<file path="src/rtl/param_register_file_pkg.sv">
// Shared definitions for the pipelined CPU register file: default widths,
// architectural register numbers and the byte-enable width helper.
package param_register_file_pkg;

  localparam int DATA_W_DEF = 32;
  localparam int ADDR_W_DEF = 5;

  localparam int REG_ZERO = 0;
  localparam int REG_RA   = 1;
  localparam int REG_SP   = 2;

  function automatic int be_width(input int data_w);
    return data_w / 8;
  endfunction

endpackage

</file>
<file path="src/rtl/param_register_file_reg_scoreboard.sv">
// Per-register busy scoreboard: mark on issue, clear on writeback, with a
// newer mark winning over a same-edge clear.
module reg_scoreboard
  import param_register_file_pkg::*;
#(
  parameter int ADDR_W   = ADDR_W_DEF,
  parameter int ZERO_REG = 1,
  parameter int BYPASS   = 1
) (
  input  logic              i_clk,
  input  logic              i_rst_n,
  input  logic              i_mark_en,
  input  logic [ADDR_W-1:0] i_mark_addr,
  input  logic              i_clr_en,
  input  logic [ADDR_W-1:0] i_clr_addr,
  input  logic [ADDR_W-1:0] i_rd_addr1,
  input  logic [ADDR_W-1:0] i_rd_addr2,
  output logic              o_busy1,
  output logic              o_busy2,
  output logic              o_busy_any
);

  localparam int NUM_REGS = 2 ** ADDR_W;

  logic [NUM_REGS-1:0] r_busy;
  logic [NUM_REGS-1:0] w_busy_nxt;
  logic [ADDR_W-1:0]   w_rd_addr [2];
  logic                w_busy    [2];

  // Clear applied first so a same-edge mark of the same register overrides it.
  always_comb begin
    w_busy_nxt = r_busy;
    if (i_clr_en)
      w_busy_nxt[i_clr_addr] = 1'b0;
    if (i_mark_en)
      w_busy_nxt[i_mark_addr] = 1'b1;
    if (ZERO_REG != 0)
      w_busy_nxt[0] = 1'b0;
  end

  always_ff @(posedge i_clk or negedge i_rst_n) begin
    if (!i_rst_n)
      r_busy <= '0;
    else
      r_busy <= w_busy_nxt;
  end

  assign w_rd_addr[0] = i_rd_addr1;
  assign w_rd_addr[1] = i_rd_addr2;

  // A register being cleared this cycle is forwarded, so decode need not stall.
  always_comb begin
    for (int unsigned p = 0; p < 2; p++) begin
      w_busy[p] = r_busy[w_rd_addr[p]];
      if (BYPASS != 0 && i_clr_en && i_clr_addr == w_rd_addr[p])
        w_busy[p] = 1'b0;
      if (ZERO_REG != 0 && w_rd_addr[p] == '0)
        w_busy[p] = 1'b0;
    end
  end

  assign o_busy1    = w_busy[0];
  assign o_busy2    = w_busy[1];
  assign o_busy_any = |r_busy;

endmodule

</file>
<file path="src/rtl/param_register_file.sv">
// Register file for the pipelined CPU: two combinational read ports, one
// byte-enabled write port with optional bypass, and a busy scoreboard.
module param_register_file
  import param_register_file_pkg::*;
#(
  parameter int DATA_W   = DATA_W_DEF,
  parameter int ADDR_W   = ADDR_W_DEF,
  parameter int ZERO_REG = 1,
  parameter int BYPASS   = 1
) (
  input  logic                          CLK_in,
  input  logic                          RSTn_in,
  input  logic [ADDR_W-1:0]             RegRead1,
  input  logic [ADDR_W-1:0]             RegRead2,
  output logic [DATA_W-1:0]             ReadData1,
  output logic [DATA_W-1:0]             ReadData2,
  output logic                          Busy1,
  output logic                          Busy2,
  input  logic                          RegWrite_en,
  input  logic [ADDR_W-1:0]             RegWrite,
  input  logic [be_width(DATA_W)-1:0]   RegWrite_be,
  input  logic [DATA_W-1:0]             RegWriteData,
  input  logic                          WriteClear,
  input  logic                          Mark_en,
  input  logic [ADDR_W-1:0]             Mark_addr,
  output logic                          BusyAny
);

  localparam int NUM_REGS = 2 ** ADDR_W;
  localparam int BE_W     = be_width(DATA_W);

  logic [DATA_W-1:0] w_regs    [NUM_REGS];
  logic [ADDR_W-1:0] w_rd_addr [2];
  logic [DATA_W-1:0] w_rd_data [2];

  for (genvar i = 0; i < NUM_REGS; i++) begin : g_reg
    if (ZERO_REG != 0 && i == 0) begin : g_zero
      assign w_regs[i] = '0;
    end else begin : g_flop
      logic [DATA_W-1:0] r_data;

      always_ff @(posedge CLK_in or negedge RSTn_in) begin
        if (!RSTn_in)
          r_data <= '0;
        else if (RegWrite_en && RegWrite == ADDR_W'(i))
          for (int unsigned b = 0; b < BE_W; b++)
            if (RegWrite_be[b])
              r_data[b*8 +: 8] <= RegWriteData[b*8 +: 8];
      end

      assign w_regs[i] = r_data;
    end
  end

  assign w_rd_addr[0] = RegRead1;
  assign w_rd_addr[1] = RegRead2;

  // Reset also masks the bypass path so outputs read zero throughout reset.
  always_comb begin
    for (int unsigned p = 0; p < 2; p++) begin
      w_rd_data[p] = w_regs[w_rd_addr[p]];
      if (BYPASS != 0 && RegWrite_en && RegWrite == w_rd_addr[p])
        for (int unsigned b = 0; b < BE_W; b++)
          if (RegWrite_be[b])
            w_rd_data[p][b*8 +: 8] = RegWriteData[b*8 +: 8];
      if ((ZERO_REG != 0 && w_rd_addr[p] == '0) || !RSTn_in)
        w_rd_data[p] = '0;
    end
  end

  assign ReadData1 = w_rd_data[0];
  assign ReadData2 = w_rd_data[1];

  reg_scoreboard #(
    .ADDR_W   (ADDR_W),
    .ZERO_REG (ZERO_REG),
    .BYPASS   (BYPASS)
  ) u_scoreboard (
    .i_clk       (CLK_in),
    .i_rst_n     (RSTn_in),
    .i_mark_en   (Mark_en),
    .i_mark_addr (Mark_addr),
    .i_clr_en    (RegWrite_en & WriteClear),
    .i_clr_addr  (RegWrite),
    .i_rd_addr1  (RegRead1),
    .i_rd_addr2  (RegRead2),
    .o_busy1     (Busy1),
    .o_busy2     (Busy2),
    .o_busy_any  (BusyAny)
  );

endmodule

</file>
<file path="config.mk">
export PLATFORM = sky130hd
export DESIGN_NAME = param_register_file
export DESIGN_NICKNAME = d
export VERILOG_FILES = /design/src/rtl/param_register_file_pkg.sv /design/src/rtl/param_register_file_reg_scoreboard.sv /design/src/rtl/param_register_file.sv
export SDC_FILE = /design/constraint.sdc
export NUM_CORES = 2
export LEC_CHECK = 0
export ABC_AREA = 1
export BUFFER_PORTS_ARGS = -buffer_cell sky130_fd_sc_hd__buf_4
export CORE_ASPECT_RATIO = 0.7
export CORE_MARGIN = 5
export CORE_UTILIZATION = 24
export DETAILED_ROUTE_END_ITERATION = 12
export RECOVER_POWER = 100
export SLEW_MARGIN = 10
export SYNTH_ARGS = -nofsm -noshare
export SYNTH_HDL_FRONTEND = slang
export SYNTH_HIERARCHICAL = 1
export SYNTH_SLANG_ARGS = --single-unit
</file>
<file path="constraint.sdc">
create_clock -name CLK_in -period 1.59 [get_ports CLK_in]
set_input_delay 0.159 -clock CLK_in [delete_from_list [all_inputs] [get_ports CLK_in]]
set_output_delay 0.159 -clock CLK_in [all_outputs]
set_load 0.005 [all_outputs]
</file>
==> impl_metrics.xml <==
<?xml version="1.0" encoding="UTF-8"?>
<metrics>
  <group name="route">
    <metric name="drt_pre_antenna_iters" unit="">11</metric>
    <metric name="vias" unit="">65800</metric>
    <metric name="drc" unit="">0</metric>
    <metric name="drt_iter0_markers" unit="">8638</metric>
    <metric name="ant_nets" unit="">0</metric>
    <metric name="routed_wl" unit="um">263000</metric>
    <metric name="route.detailed.vias_per_inst" unit="">4.95</metric>
    <metric name="routedWlPerCell" unit="um">19.8</metric>
  </group>
  <group name="global_routing">
    <metric name="grt_max_degree" unit="">129</metric>
    <metric name="grt_pass1_wl" unit="um">394000</metric>
    <metric name="number_of_global_route_vias_before_repair" unit="">60300</metric>
    <metric name="initial_antenna_violation_count" unit="">3</metric>
    <metric name="globalRoute.totalOverflow" unit="">0</metric>
    <metric name="globalRouteTotalUtil" unit="%">19.1</metric>
  </group>
  <group name="place">
    <metric name="globalplace.congestion" unit="">0.937</metric>
    <metric name="dp_hpwl" unit="um">178000</metric>
    <metric name="dp.cells" unit="">12900</metric>
    <metric name="io_buffer_count" unit="">127</metric>
    <metric name="placed_standard_cell_area" unit="mm2">0.0733</metric>
  </group>
  <group name="timing">
    <metric name="achievable-frequency" unit="MHz">405</metric>
    <metric name="max_slew.worst_pin.slew" unit="ns">1.12</metric>
    <metric name="timing.setup.tns" unit="ns">-324.28</metric>
    <metric name="rsz_0062_raised_after_global_routing" unit="">true</metric>
    <metric name="post-route-period-util" unit="%">155</metric>
    <metric name="timing.final.setup_violations" unit="">1050</metric>
    <metric name="relSlewSlack" unit="%">25.6</metric>
    <metric name="hold_viol" unit="">0</metric>
    <metric name="final_critical_path_setup_slack" unit="ns">-0.881</metric>
    <metric name="final-max-slew-violation-count" unit="">0</metric>
    <metric name="minimum_clock_period" unit="ns">2.47</metric>
    <metric name="fin_skew" unit="ns">0</metric>
  </group>
  <group name="power_and_ir_drop">
    <metric name="fin_total_pwr" unit="mW">82.1</metric>
    <metric name="power.static_leakage" unit="nW">39.4</metric>
    <metric name="power-per-cell-area" unit="mW/mm2">979</metric>
    <metric name="power.ir.vdd_worst" unit="mV">0.980</metric>
  </group>
  <group name="critical_path">
    <metric name="ff2ff_path_depth" unit="">3</metric>
    <metric name="crit_path_top_delay_cell" unit="">sky130_fd_sc_hd__dfrtp_1</metric>
    <metric name="required_arrival_time_at_the_worst_endpoint" unit="ns">1.43</metric>
    <metric name="worst_setup_path_end_kind" unit="">output port</metric>
    <metric name="timing.critical_path.slowest_cell_delay" unit="ns">0.36</metric>
    <metric name="critical_path.cell_chain" unit="">inv_1 -&gt; nand2_1 -&gt; nand3_2 -&gt; nand3_4 -&gt; nand3_4 -&gt; nand3_4 -&gt; nand3_4 -&gt; a21oi_4 -&gt; buf_6</metric>
    <metric name="worstSetupPathType" unit="">register to output port</metric>
    <metric name="reg2reg_slack" unit="ns">0.30</metric>
    <metric name="regToRegStartpoint" unit="">u_scoreboard/r_busy[31]</metric>
    <metric name="critical_path.reg2reg.endpoint" unit="">u_scoreboard/r_busy[31]</metric>
    <metric name="critical_path.most_common_cell" unit="">sky130_fd_sc_hd__nand3_4</metric>
    <metric name="crit_path_max_fanout" unit="">2</metric>
    <metric name="data_arrival_time_at_the_worst_slack_endpoint" unit="ns">2.31</metric>
    <metric name="cp_launch_type" unit="">register</metric>
    <metric name="critical_path.endpoint" unit="">ReadData2[16]</metric>
    <metric name="critPathLaunch" unit="">g_reg[10].g_flop.r_data[16]</metric>
  </group>
  <group name="cells_and_area">
    <metric name="post_route_cells_drive_above_1_share" unit="%">23.0</metric>
    <metric name="syn2layout_area_growth" unit="%">37.6</metric>
    <metric name="sequential_cell_area" unit="mm2">0.0256</metric>
    <metric name="filler_cell_count" unit="">26400</metric>
    <metric name="final_core_utilization" unit="%">33.2</metric>
    <metric name="postLayoutCellArea" unit="mm2">0.0839</metric>
    <metric name="multi_input_gate_area" unit="mm2">0.0344</metric>
    <metric name="instances_no_fill" unit="">13300</metric>
    <metric name="final_net_count" unit="">9890</metric>
  </group>
  <group name="yosys">
    <metric name="synthDominantAreaCellType" unit="">sky130_fd_sc_hd__dfrtp_1</metric>
    <metric name="synth_top_area_share" unit="%">42.0</metric>
    <metric name="synth.area.top_cells" unit="">sky130_fd_sc_hd__dfrtp_1 (42%), sky130_fd_sc_hd__nand2_1 (21%), sky130_fd_sc_hd__nand3_1 (14%)</metric>
    <metric name="synth.ff_latch_count" unit="">1023</metric>
    <metric name="synthesis.instances" unit="">9256</metric>
    <metric name="syn_avg_cell_area" unit="um2">6.59</metric>
    <metric name="synth.yosys.seq_area_share" unit="%">42.0</metric>
    <metric name="yosys_warnings" unit="">6</metric>
    <metric name="syn-num-nets" unit="">9317</metric>
    <metric name="synth_cell_type_count" unit="">31</metric>
    <metric name="netlist_area" unit="mm2">0.0610</metric>
  </group>
  <group name="floorplanning">
    <metric name="initial_utilization" unit="%">24.2</metric>
    <metric name="fp.coreArea" unit="mm2">0.252</metric>
    <metric name="die_w" unit="um">612</metric>
    <metric name="dieHeight" unit="um">432</metric>
    <metric name="floorplan.io_pins" unit="">128</metric>
    <metric name="rows" unit="">154</metric>
    <metric name="floorplan.die_area" unit="mm2">0.264</metric>
  </group>
  <group name="clocking">
    <metric name="insertion_delay" unit="ns">0.80</metric>
    <metric name="cts-buffers-inserted" unit="">119</metric>
    <metric name="clock_sinks" unit="">1023</metric>
    <metric name="root_buffer" unit="">sky130_fd_sc_hd__clkbuf_16</metric>
    <metric name="cts_htree_levels" unit="">3</metric>
    <metric name="cts.clk_slew.worst_paths" unit="ns">0.06</metric>
    <metric name="cts_tree" unit="">yes</metric>
    <metric name="clk_path_buf_depth" unit="">3</metric>
  </group>
  <group name="min_path">
    <metric name="hold_path.class" unit="">input pin to register</metric>
  </group>
  <group name="flow_run">
    <metric name="max-cap-violations" unit="">0</metric>
  </group>
  <group name="run_status">
    <metric name="status" unit="">finished with violations</metric>
    <metric name="failed_checks" unit="">setup timing</metric>
  </group>
</metrics>
worst min-delay path by stage:
stage / end / slack (ns) / from / cells after the start
after floorplan: g_reg[10].g_flop.r_data[0] / -0.14 / RSTn_in / 0
after global placement: g_reg[26].g_flop.r_data[23] / 0.03 / RSTn_in / 1
after detailed placement: g_reg[27].g_flop.r_data[21] / 0.03 / RSTn_in / 1
after CTS: u_scoreboard/r_busy[8] / 0.0008 / RegWrite[3] / 5
after global routing: g_reg[2].g_flop.r_data[11] / 0.04 / RegWriteData[11] / 4
final: u_scoreboard/r_busy[8] / 0.04 / RegWrite[3] / 5
routing by layer:
metal	wire length, um	track usage (%)
met3	24700	3.58
met4	11500	7.37
met2	112000	28.5
met5	7	0
met1	114000	27.3
cells in the mapped netlist:
master,instances
sky130_fd_sc_hd__nor4_1,8
sky130_fd_sc_hd__buf_8,3
sky130_fd_sc_hd__xnor2_1,1
sky130_fd_sc_hd__nand2_2,2
sky130_fd_sc_hd__inv_1,857
sky130_fd_sc_hd__and3_1,2
sky130_fd_sc_hd__o21ai_0,1170
sky130_fd_sc_hd__buf_1,68
sky130_fd_sc_hd__nor2_2,13
sky130_fd_sc_hd__xor2_1,2
sky130_fd_sc_hd__inv_6,2
sky130_fd_sc_hd__or2_2,58
sky130_fd_sc_hd__nand2_1,3351
sky130_fd_sc_hd__nand3_1,1697
sky130_fd_sc_hd__buf_4,1
sky130_fd_sc_hd__nor2_1,150
sky130_fd_sc_hd__buf_6,3
sky130_fd_sc_hd__dfrtp_1,1023
sky130_fd_sc_hd__nand3_2,1
sky130_fd_sc_hd__nor2_4,3
sky130_fd_sc_hd__o21ai_1,40
sky130_fd_sc_hd__clkinv_1,5
sky130_fd_sc_hd__a21oi_1,121
sky130_fd_sc_hd__nand4_1,19
sky130_fd_sc_hd__o21bai_1,1
sky130_fd_sc_hd__o22ai_1,6
sky130_fd_sc_hd__inv_2,5
sky130_fd_sc_hd__o211ai_1,20
sky130_fd_sc_hd__clkbuf_1,457
sky130_fd_sc_hd__nor3_1,2
sky130_fd_sc_hd__buf_2,165
cell type report:
class / count / area share, %
diodes: 1 / 0.00298
clock buffers: 164 / 4.11
clock inverters: 59 / 1.02
inverters: 869 / 3.95
multi-input cells: 6667 / 41.1
flip-flops and latches: 1023 / 30.5
well taps: 3354 / 5.00
repair buffers: 1149 / 14.3
critical path: cells and delay by family, from the launching register on:
kind / cells / cell delay (ns)
AO/OA/AOI/OAI: 1 / 0.36
buffers and inverters: 2 / 0.21
flip-flops: 1 / 0.36
AND/OR/NAND/NOR: 6 / 0.60
placed cells by master (no fill, tap or decap), types with 9 or more instances in the layout:
cell                               n
sky130_fd_sc_hd__buf_4           809
sky130_fd_sc_hd__clkbuf_1         20
sky130_fd_sc_hd__o21ai_2          39
sky130_fd_sc_hd__nand3_4         150
sky130_fd_sc_hd__nand4_1          19
sky130_fd_sc_hd__clkinv_2         23
sky130_fd_sc_hd__clkinvlp_4        9
sky130_fd_sc_hd__bufinv_16        18
sky130_fd_sc_hd__dfrtp_1        1018
sky130_fd_sc_hd__clkbuf_8         28
sky130_fd_sc_hd__nand3_1        1030
sky130_fd_sc_hd__or2_2            11
sky130_fd_sc_hd__nand2_1        3321
sky130_fd_sc_hd__buf_12          249
sky130_fd_sc_hd__nand2_2          29
sky130_fd_sc_hd__o21ai_0        1051
sky130_fd_sc_hd__o21ai_1         118
sky130_fd_sc_hd__buf_6            30
sky130_fd_sc_hd__nor2_2           14
sky130_fd_sc_hd__nor2_1          146
sky130_fd_sc_hd__inv_1           797
sky130_fd_sc_hd__nand3_2         518
sky130_fd_sc_hd__inv_2            61
sky130_fd_sc_hd__clkbuf_16       121
sky130_fd_sc_hd__or2_4            47
sky130_fd_sc_hd__a21oi_1          43
sky130_fd_sc_hd__dlygate4sd3_1    46
sky130_fd_sc_hd__a21oi_2          73
sky130_fd_sc_hd__o211ai_1         20
sequential cells by signal, summed over array words and instances, names as in the netlist:
| name | cells |
|---|---|
| g.g_flop.r_data | 992 |
| u_scoreboard/r_busy | 31 |
logic make-up after synthesis:
kind of cell | after synthesis | share of synthesized area (%)
xor+xnor | 3 | 0.0431
buf+inv | 1566 | 10.1
simple gates | 5306 | 36.6
flops | 1023 | 42.0
compound gates | 1358 | 11.2
metrics by stage:
step	worst slack [ns]	hold slack, ns
after global placement	-1.21	0.0260
after global routing	-0.926	0.0429
after CTS	-0.887	0.000809
final	-0.881	0.0357
after detailed placement	-1.19	0.0277
after floorplan	0.00529	-0.137
report_power, final:
group	switching (mW)	total (mW)	internal (mW)
Sequential	2.55	32.1	29.5
Combinational	11.8	19.6	7.81
Clock	12.3	30.4	18.1
Total	26.7	82.1	55.4
timing repair:
| item | 4_1_cts | 5_1_grt |
|---|---|---|
| resized for setup | 690 | 548 |
| hold endpoints to repair | 1571 | 2 |
| endpoints found under the setup margin | 67 | 528 |
| buffers inserted | 11 | 71 |
| hold buffers | 47 | 1 |
| pin swaps | 166 | 295 |
(Power assumes the default switching activity.)
